==> config.mk <==
export PLATFORM = sky130hd
export DESIGN_NAME = rect_pixel_writer
export DESIGN_NICKNAME = d
export VERILOG_FILES = /design/src/rtl/rect_pixel_writer.sv
export SDC_FILE = /design/constraint.sdc
export NUM_CORES = 1
export LEC_CHECK = 0
export CAP_MARGIN = 10
export CORE_UTILIZATION = 35
export DETAILED_ROUTE_END_ITERATION = 12
export PLACE_DENSITY = 0.52
export SLEW_MARGIN = 20
export SYNTH_ARGS = -nofsm -noshare
export SYNTH_HDL_FRONTEND = slang
export SYNTH_SLANG_ARGS = --single-unit
==> constraint.sdc <==
create_clock -name _clock -period 20.8 [get_ports _clock]
set_clock_uncertainty 0.1 [all_clocks]
set_input_delay 4.16 -clock _clock [delete_from_list [all_inputs] [get_ports _clock]]
set_output_delay 4.16 -clock _clock [all_outputs]
set_load 0.05 [all_outputs]
==> src/rtl/rect_pixel_writer.sv <==
// Clips generator (x, y, colour) tuples to the framebuffer and writes them under fb_ready backpressure.
// Optional counters stat_written/stat_clipped are built when RECT_PIXEL_WRITER_STATS_EN is defined.
module rect_pixel_writer #(
    parameter int WIDTH  = 64,
    parameter int HEIGHT = 48,
    parameter int ADDR_W = 12,
    parameter int DATA_W = 8,
    parameter int DEPTH  = 4
) (
    input  logic                _clock,
    input  logic                _reset_n,
    input  logic                _start,
    input  logic signed [31:0]  _in0,
    input  logic signed [31:0]  _in1,
    input  logic signed [31:0]  _in2,
    input  logic        [31:0]  _in3,
    input  logic                _valid,
    output logic                _ready,
    input  logic                _gen_done,
    output logic                fb_we,
    output logic [ADDR_W-1:0]   fb_addr,
    output logic [DATA_W-1:0]   fb_data,
    input  logic                fb_ready,
`ifdef RECT_PIXEL_WRITER_STATS_EN
    output logic [31:0]         stat_written,
    output logic [31:0]         stat_clipped,
`endif
    output logic                _done,
    output logic                _busy
);

    localparam int AW = (DEPTH > 1) ? $clog2(DEPTH) : 1;

    typedef enum logic [1:0] {
        S_IDLE  = 2'd0,
        S_RUN   = 2'd1,
        S_DRAIN = 2'd2,
        S_DONE  = 2'd3
    } state_t;

    function automatic logic in_bounds(input logic signed [31:0] x, input logic signed [31:0] y);
        return (x >= 0) && (x < WIDTH) && (y >= 0) && (y < HEIGHT);
    endfunction

    function automatic logic [ADDR_W-1:0] lin_addr(input logic signed [31:0] x, input logic signed [31:0] y);
        logic signed [31:0] lin;
        lin = y * WIDTH + x;
        return lin[ADDR_W-1:0];
    endfunction

    state_t              state_q, state_d;
    logic                done_seen_q, done_seen_d;
    logic [AW:0]         wr_ptr_q, wr_ptr_d;
    logic [AW:0]         rd_ptr_q, rd_ptr_d;
    logic                fb_we_q, fb_we_d;
    logic [ADDR_W-1:0]   fb_addr_q, fb_addr_d;
    logic [DATA_W-1:0]   fb_data_q, fb_data_d;

    logic signed [31:0]  mem_x [DEPTH];
    logic signed [31:0]  mem_y [DEPTH];
    logic [DATA_W-1:0]   mem_c [DEPTH];

    logic                fifo_empty, fifo_full;
    logic                stage_free, push, pop;
    logic signed [31:0]  head_x, head_y;
    logic [DATA_W-1:0]   head_c;
    logic                head_in;
    logic                unused_bits;

    assign unused_bits = ^{_in3, _in2};

    assign fifo_empty = (wr_ptr_q == rd_ptr_q);
    assign fifo_full  = (wr_ptr_q[AW] != rd_ptr_q[AW]) &&
                        (wr_ptr_q[AW-1:0] == rd_ptr_q[AW-1:0]);
    // The output register is free when empty or its current write is being taken.
    assign stage_free = !fb_we_q || fb_ready;
    assign push       = _valid && !fifo_full && (state_q == S_RUN);
    assign pop        = !fifo_empty && stage_free;

    assign head_x  = mem_x[rd_ptr_q[AW-1:0]];
    assign head_y  = mem_y[rd_ptr_q[AW-1:0]];
    assign head_c  = mem_c[rd_ptr_q[AW-1:0]];
    assign head_in = in_bounds(head_x, head_y);

    always_comb begin
        state_d     = state_q;
        done_seen_d = done_seen_q;
        wr_ptr_d    = wr_ptr_q + (AW+1)'(push);
        rd_ptr_d    = rd_ptr_q + (AW+1)'(pop);
        fb_we_d     = fb_we_q;
        fb_addr_d   = fb_addr_q;
        fb_data_d   = fb_data_q;

        unique case (state_q)
            S_IDLE: begin
                if (_start) begin
                    state_d     = S_RUN;
                    done_seen_d = 1'b0;
                end
            end
            S_RUN: begin
                if (done_seen_q) state_d = S_DRAIN;
                if (_gen_done)   done_seen_d = 1'b1;
            end
            S_DRAIN: begin
                if (fifo_empty && !fb_we_q) state_d = S_DONE;
            end
            S_DONE: begin
                state_d = S_IDLE;
            end
            default: state_d = S_IDLE;
        endcase

        if (pop) begin
            fb_we_d = head_in;
            if (head_in) begin
                fb_addr_d = lin_addr(head_x, head_y);
                fb_data_d = head_c;
            end
        end else if (fb_we_q && fb_ready) begin
            fb_we_d = 1'b0;
        end
    end

    always_ff @(posedge _clock or negedge _reset_n) begin
        if (!_reset_n) begin
            state_q     <= S_IDLE;
            done_seen_q <= 1'b0;
            wr_ptr_q    <= '0;
            rd_ptr_q    <= '0;
            fb_we_q     <= 1'b0;
            fb_addr_q   <= '0;
            fb_data_q   <= '0;
        end else begin
            state_q     <= state_d;
            done_seen_q <= done_seen_d;
            wr_ptr_q    <= wr_ptr_d;
            rd_ptr_q    <= rd_ptr_d;
            fb_we_q     <= fb_we_d;
            fb_addr_q   <= fb_addr_d;
            fb_data_q   <= fb_data_d;
        end
    end

    // Tuple storage carries no reset; occupancy is tracked solely by the pointers.
    always_ff @(posedge _clock) begin
        if (push) begin
            mem_x[wr_ptr_q[AW-1:0]] <= _in0;
            mem_y[wr_ptr_q[AW-1:0]] <= _in1;
            mem_c[wr_ptr_q[AW-1:0]] <= _in2[DATA_W-1:0];
        end
    end

`ifdef RECT_PIXEL_WRITER_STATS_EN
    logic [31:0] written_q, written_d;
    logic [31:0] clipped_q, clipped_d;

    always_comb begin
        written_d = written_q;
        clipped_d = clipped_q;
        if (state_q == S_IDLE && _start) begin
            written_d = '0;
            clipped_d = '0;
        end else begin
            if (fb_we_q && fb_ready) written_d = written_q + 32'd1;
            if (pop && !head_in)     clipped_d = clipped_q + 32'd1;
        end
    end

    always_ff @(posedge _clock or negedge _reset_n) begin
        if (!_reset_n) begin
            written_q <= '0;
            clipped_q <= '0;
        end else begin
            written_q <= written_d;
            clipped_q <= clipped_d;
        end
    end

    assign stat_written = written_q;
    assign stat_clipped = clipped_q;
`endif

    assign _ready  = !fifo_full;
    assign fb_we   = fb_we_q;
    assign fb_addr = fb_addr_q;
    assign fb_data = fb_data_q;
    assign _done   = (state_q == S_DONE);
    assign _busy   = (state_q == S_RUN) || (state_q == S_DRAIN);

endmodule

# Word level (Yosys, flattened, before mapping)
# Memories as Yosys holds them, arrays and structs flattened. A register that Yosys moved wholly into a read port is not among the register bits.
# Index checks and enable logic that the tools add are counted.
# word_totals
ff_bits,22
mem_bits_rw,288
in_bits,134
out_inout_bits,24
memories,3
# classes
add_sub_neg,3
magnitude_cmp,4
eq_ne,10
mux,11
n_reduce_logical,21
# mem_list
memory,words,word_bits,read_ports,rd_clocked_by_memory_dff,wr,line_no,source
mem_x,4,32,1,0,1,59,logic signed [31:0] mem_x [DEPTH];
mem_y,4,32,1,0,1,60,logic signed [31:0] mem_y [DEPTH];
mem_c,4,8,1,1,1,61,logic [DATA_W-1:0] mem_c [DEPTH];
# ops
operator,n
$ge A32 B1 Y1 const B,2
$lt A32 B7 Y1 const B,1
$lt A32 B8 Y1 const B,1
$add A12 B12 Y12,1
$logic_and A1 B1 Y1,9
$ne A2 B2 Y1 const B,4
$pmux W2 S4,1
$add A3 B1 Y3,2
$mux W1,6
$mux W2,3
$reduce_and A3 Y1,2
$eq A2 B2 Y1 const B,2
$logic_not A1 Y1,4
$reduce_bool A2 Y1,2
$eq A3 B3 Y1,1
$eq A2 B1 Y1 const B,1
$eq A2 B2 Y1,1
$logic_not A2 Y1,1
$logic_or A1 B1 Y1,2
$pmux W1 S2,1
$reduce_and A2 Y1,1
$ne A1 B1 Y1,1

# Logic depth before layout (Yosys ltp)
# Gate-level depths: netlist (run 1).
# logic_depth
ltp_word,7
depth_mapped,14

# Worst setup path before layout (run 1)
# OpenSTA, ideal clock, no wires.
# synth_timing
path_kind,input to register
start,in _valid
end,mem mem_c[0][0] (enable)
setup_time_ns,0.606
t_arrival_ns,9.644
path_slack_ns,10.451
path_stages,2
cell_sequence,and3_1 > nor3b_1
# synth_between
elab_chain_len,4
# synth_rtl
item,line_no,source
from (decl),17,"input logic _valid,"
$logic_and A1 B1 Y1 (2 in a row),77,assign push = _valid && !fifo_full && (state_q == S_RUN);
$mux W1,147,if (push) begin
$mux W1 (not written as such),150,mem_c[wr_ptr_q[AW-1:0]] <= _in2[DATA_W-1:0];
to (decl),61,
# Every way passes these cells.

# Worst setup path in the final report (run 1)
# layout_timing
start,reg rd_ptr_q[1]
end,out _ready
# layout_between
elab_chain_len,3
# layout_rtl
item,line_no,source
from (decl),54,"logic [AW:0] rd_ptr_q, rd_ptr_d;"
from (signal assigned),138,rd_ptr_q <= rd_ptr_d;
$eq A2 B2 Y1,74,(wr_ptr_q[AW-1:0] == rd_ptr_q[AW-1:0]);
$logic_and A1 B1 Y1,73,assign fifo_full = (wr_ptr_q[AW] != rd_ptr_q[AW]) &&
$logic_not A1 Y1,184,assign _ready = !fifo_full;
to (decl),18,"output logic _ready,"
# Every way passes these cells.

==> results of run 1 <==
## sequential cells by signal, summed over array words and instances (netlist names)
name	flops
mem_x	128
fb_we	1
mem_c	32
rd_ptr_q	3
state_q	2
wr_ptr_q	3
fb_addr	12
fb_data	8
done_seen_q	1
mem_y	128
## stage by stage
| stage | setup slack, ns | hold slack, ns | util, % |
|---|---|---|---|
| final | 13.77 | 0.387 | 44.0 |
| after CTS | 13.68 | 0.392 | 43.9 |
| after floorplan | 10.45 | 0.359 | - |
| after global placement | 13.84 | 0.368 | 40.5 |
| after detailed placement | 13.76 | 0.378 | 40.5 |
| after global routing | 13.58 | 0.400 | 44.0 |
## cell type report
class	count	share of cell area, %
repair buffers	110	7.97
multi-input cells	184	13.0
diodes	1	0.0180
flip-flops and latches	318	67.5
clock buffers	44	6.90
inverters	9	0.242
well taps	402	3.61
clock inverters	16	0.772
## how the worst max path moves through the flow
stage / end / slack (ns)
2_1_floorplan: mem_c[0][0] / 10.45
3_3_place_gp: mem_y[2][16] / 13.84
3_5_place_dp: mem_y[2][21] / 13.76
4_1_cts: _ready / 13.68
5_1_grt: _ready / 13.58
6_report: _ready / 13.77
## per-layer routing
layer  global-route usage, %  share of wire [%]
met4                    4.03                2.2
met5                       0                  0
met2                    22.9                 50
met1                    15.8                 42
met3                    3.43                5.7
## cell families (layout without fill, tap and decap cells)
group	Yosys count	count (layout)	synth area share, %
other	0	1	0
XOR/XNOR	10	10	0.775
AO/OA/AOI/OAI	19	19	1.20
AND/OR/NAND/NOR	91	91	4.61
adder cells (fa/ha/maj)	15	15	1.73
multiplexers	49	49	7.55
buffers and inverters	20	179	0.963
flip-flops	318	318	83.2
## layout by cell type (no fill, tap or decap), types with 6 or more instances in the layout
cell,n
a21oi_1,10
buf_4,7
clkbuf_1,6
clkbuf_16,37
clkdlybuf4s50_1,101
clkinv_2,7
dfrtp_1,28
edfxtp_1,288
ha_1,14
inv_1,8
mux2_1,19
mux4_2,27
nand3_1,7
nand4_1,9
nor2_1,12
nor3_1,7
nor4_1,38
## cells in the mapped netlist, drive strengths merged (4+ instances only)
cell,number,area (um2)
edfxtp,288,8650
nor4,38,238
dfrtp,30,751
mux4,27,608
mux2,20,225
ha,14,175
nor2,13,48.8
a21oi,10,50.1
inv,9,33.8
nand4,9,56.3
buf,7,60.1
nand3,7,35.0
nor3,7,35.0
xnor2,5,43.8
xor2,5,43.8
clkbuf,4,15.0
nand2,4,15.0
## power by group through the flow
stage	combinational (mW)	clock, mW	sequential [mW]
after floorplan	0.209	0	0.797
after global placement	0.270	0	0.811
after detailed placement	0.278	0	0.816
after CTS	0.278	0.584	0.803
after global routing	0.304	0.607	0.807
final	0.272	0.567	0.801
## worst max-delay path: stages, from the launching register on
cell and delay (ns):
dfrtp_2 1.00, xor2_1 0.18, or3_1 0.37, clkdlybuf4s50_1 0.72
==> impl_metrics.csv, run 1 <==
group,metric,value,unit
floorplanning,die_h,182,um
critical_path,r2r_start,"rd_ptr_q[0]",
global_route,grt_use_total,13.1,%
critical_path,endpoint_kind,"output port",
detailed_routing,via_per_inst,4.81,
power,leakage,4.60,nW
detailed_routing,firstDrtPassIters,4,
timing,fmax,0.142,GHz
place,dp_hpwl,12800,um
synthesis,ys_ff_latch,318,
finish,num-fill-cells,2692,
synthesis,ys_seq_area_share,83.2,%
timing,post-route-min-period,7.03,ns
min_path,min_to,"fb_data[6]",
critical_path,worstPathRequired,16.54,ns
place,io_buffers,101,
floorplanning,start_util,35.7,%
critical_path,reg2reg_depth,7,
timing,slew_violations,0,
synthesis,synth_fp_nets,671,
floorplanning,ioPinCount,158,
floorplanning,dieArea,0.0330,mm2
floorplanning,rows,65,
finish,regArea,0.00940,mm2
timing,rsz0062_at_grt,"false",
synthesis,syn_area,0.0113,mm2
global_route,gr-total-overflow,0,
floorplanning,die_w,182,um
floorplanning,coreArea,0.0316,mm2
finish,drive_above_1_share,13.8,%
cts,cts-resized-gates,0,
place,place_area,0.0128,mm2
min_path,hp-class,"reg2reg",
detailed_routing,ant_nets,0,
timing,finalHoldViolations,0,
finish,instances_no_fill,1084,
power,ir_drop,0.0000750,V
cts,cts.sinks,318,
timing,maxSlewHeadroom,35.5,%
min_path,hold_depth,1,
power,switching_share,25.1,%
synthesis,avgSynthCellArea,21.6,um2
global_route,grt_pass1_wl,32600,um
place,placed_cells,1021,
detailed_routing,drt_iter0_markers,277,
synthesis,netlist_instances,522,
cts,cts_max_path_buffers,3,
detailed_routing,drt_wl_total,20800,um
timing,min_period_over_period,33.8,%
min_path,min_from,"fb_data[6]",
critical_path,crit_type,"reg2out",
job,cap_viol_max_count,0,
synthesis,synthArstFlopShare,9.43,%
synthesis,synth-edff-count,288,
cts,insertion_delay,0.50,ns
finish,nets,806,
timing,setup_violations,0,
critical_path,cp.arrival,2.77,ns
cts,clkTransAtPathRegs,0.06,ns
finish,multi_input_area,0.00181,mm2
detailed_routing,wl_per_cell,19.2,um
cts,cts_root_buffer,"clkbuf_16",
power,p_clk_share,34.6,%
critical_path,reg2reg_setup_slack,17.24,ns
global_route,antenna_found_initial,2,
critical_path,startpoint,"rd_ptr_q[1]",
power,total_power,1.64,mW
cts,htree_levels,2,
global_route,first_global_vias,5852,
global_route,grt_start_max_net_pins,73,
timing,setup_tns,0,ns
finish,syn2layout_area_growth,23.3,%
cts,postCtsSetupRepairBufs,0,
detailed_routing,drc,0,
synthesis,yosys_most_used_dff,"edfxtp_1",
power,p_switching,411,uW
timing,tightest_slew,0.967,ns
cts,numCtsBuffers,34,
critical_path,worstPathMaxFanout,35,
critical_path,cp-start-kind,"register",
cts,cts_tree,"built",
finish,design_area,0.0139,mm2
detailed_routing,routed-via-count,5215,
run_status,outcome,"completed",
place,gp_congestion,0.702,
power,internal_power,1.23,mW
synthesis,yosys_warnings,0,
synthesis,ys_types,38,
critical_path,r2r-end,"fb_data[7]",
power,pwr-share-comb,16.6,%
power,powerDensity,118,mW/mm2
power,seq_power_share,48.8,%
cts,hold_buffers,0,
Power figures use the tool's default switching activity.
==> run 2: changes to the inputs <==
- clock period: 20.8 -> 6.9 ns (I/O delays scaled with it)
==> impl_metrics.csv, run 2 (synthesis gave the netlist of run 1 again) <==
group,metric,value,unit
finish,layout_commonest_cell,"edfxtp_1",
critical_path,cp.arrival,2.77,ns
cts,clkTransAtPathRegs,0.05,ns
cts,insertion_delay,0.50,ns
global_route,first_global_vias,5698,
floorplanning,die_h,182,um
cts,cts_root_buffer,"clkbuf_16",
min_path,hp-class,"reg2reg",
cts,htree_levels,2,
timing,rsz0062_at_grt,"false",
detailed_routing,ant_nets,0,
cts,cts_tree,"built",
critical_path,worstPathMaxFanout,35,
cts,numCtsBuffers,35,
place,pre_cts_ws,3.04,ns
floorplanning,rows,65,
detailed_routing,drt_iter0_markers,212,
power,p_clk_share,34.6,%
finish,syn2layout_area_growth,23.1,%
timing,post-route-min-period,4.25,ns
critical_path,r2r-end,"fb_data[1]",
timing,fmax,0.235,GHz
critical_path,r2r_start,"rd_ptr_q[0]",
critical_path,reg2reg_setup_slack,3.39,ns
critical_path,endpoint_kind,"output port",
min_path,min_from,"fb_addr[3]",
power,powerDensity,356,mW/mm2
timing,finalHoldViolations,0,
detailed_routing,highest_layer,"met5",
finish,layout_common_cells,"edfxtp_1, clkdlybuf4s50_1, nor4_1, clkbuf_16, dfrtp_1",
timing,setup_violations,0,
timing,maxSlewHeadroom,33.9,%
detailed_routing,drt_wl_total,20700,um
power,total_power,4.95,mW
cts,postCtsSetupRepairBufs,0,
detailed_routing,wl_met1,8980,um
cts,hold_buffers,0,
critical_path,reg2reg_depth,7,
finish,regArea,0.00940,mm2
power,switching_share,25.1,%
power,p_switching,1.24,mW
global_route,antenna_found_initial,3,
finish,multi_input_area,0.00182,mm2
global_route,grt_use_total,12.8,%
floorplanning,ioPinCount,158,
finish,drive_above_1_share,13.3,%
power,leakage,4.59,nW
cts,cts_max_path_buffers,3,
place,gp_congestion,0.700,
min_path,min_to,"fb_addr[3]",
place,dp_hpwl,12700,um
timing,slew_violations,0,
power,seq_power_share,48.8,%
floorplanning,start_util,35.7,%
floorplanning,die_w,182,um
detailed_routing,routed-via-count,5212,
critical_path,worstPathRequired,5.42,ns
timing,tightest_slew,0.992,ns
detailed_routing,wl_per_cell,19.1,um
min_path,hold_depth,1,
floorplanning,coreArea,0.0316,mm2
detailed_routing,wl_met3,1110,um
detailed_routing,route.met2.wl,10100,um
finish,nets,806,
finish,num-fill-cells,2736,
power,pwr-share-comb,16.6,%
detailed_routing,via_per_inst,4.80,
global_route,grt_pass1_wl,31900,um
power,ir_drop,0.000176,V
run_status,outcome,"completed",
detailed_routing,firstDrtPassIters,4,
floorplanning,dieArea,0.0330,mm2
critical_path,crit_type,"reg2out",
critical_path,cp-start-kind,"register",
global_route,gr-total-overflow,0,
job,cap_viol_max_count,0,
power,internal_power,3.70,mW
cts,cts-resized-gates,0,
timing,min_period_over_period,61.6,%
place,io_buffers,101,
timing,fin_ws,2.65,ns
timing,setup_tns,0,ns
detailed_routing,drc,0,
cts,cts.sinks,318,
global_route,grt_start_max_net_pins,73,
## run 2: cell count changes in the layout (fill, tap and decap cells not counted), sizes merged
cell           previous run  this run
clkdlybuf4s50           101       100
clkinv                   13         9
clkinvlp                  2         0
buf                       9         8
clkbuf                   44        52
inv                       9        10
## run 2: critical path: stages, from the launching register on
cell and delay [ns]:
dfrtp_2 1.02, xor2_1 0.17, or3_1 0.38, clkdlybuf4s50_1 0.72
## run 2: layout make-up
cell class | instances | share of cell area (%)
sequential | 318 | 67.6
multi-input combinational | 184 | 13.1
timing repair buffer | 109 | 7.75
clock buffer | 51 | 7.02
tap | 402 | 3.62
clock inverter | 11 | 0.684
inverter | 9 | 0.243
antenna | 1 | 0.0180
## run 2: stage by stage
step / cells / instance area, um2 / hold slack [ns] / utilization (%)
4_1_cts: 1083 / 13900 / 0.387 / 43.9
6_report: 1085 / 13900 / 0.381 / 44.0
3_5_place_dp: 1021 / 12800 / 0.374 / 40.5
3_3_place_gp: 1021 / 12800 / 0.369 / 40.5
2_1_floorplan: 522 / 11300 / 0.359 / -
5_1_grt: 1084 / 13900 / 0.391 / 44.0
## run 2: how the worst max path moves through the flow
| stage | from | to | cells after the start |
|---|---|---|---|
| global route | rd_ptr_q[1] | _ready | 3 |
| floorplan | _valid | mem_c[2][0] | 3 |
| CTS | rd_ptr_q[1] | _ready | 3 |
| global placement | _valid | mem_y[1][9] | 4 |
| detailed placement | _valid | mem_x[1][19] | 4 |
| finish | rd_ptr_q[1] | _ready | 3 |
## run 2: metal layers
layer  global-route usage, %  vias up
met4                    3.93        2
met1                    16.6     2626
li1                        -     2414
met2                    21.5      132
met5                       0        -
met3                    3.01       38
## run 2: power groups by stage
stage | logic, mW | clock network (mW) | registers, mW
detailed placement | 0.842 | 0 | 2.46
finish | 0.822 | 1.71 | 2.42
global route | 0.912 | 1.83 | 2.43
global placement | 0.817 | 0 | 2.45
CTS | 0.846 | 1.76 | 2.42
floorplan | 0.630 | 0 | 2.40
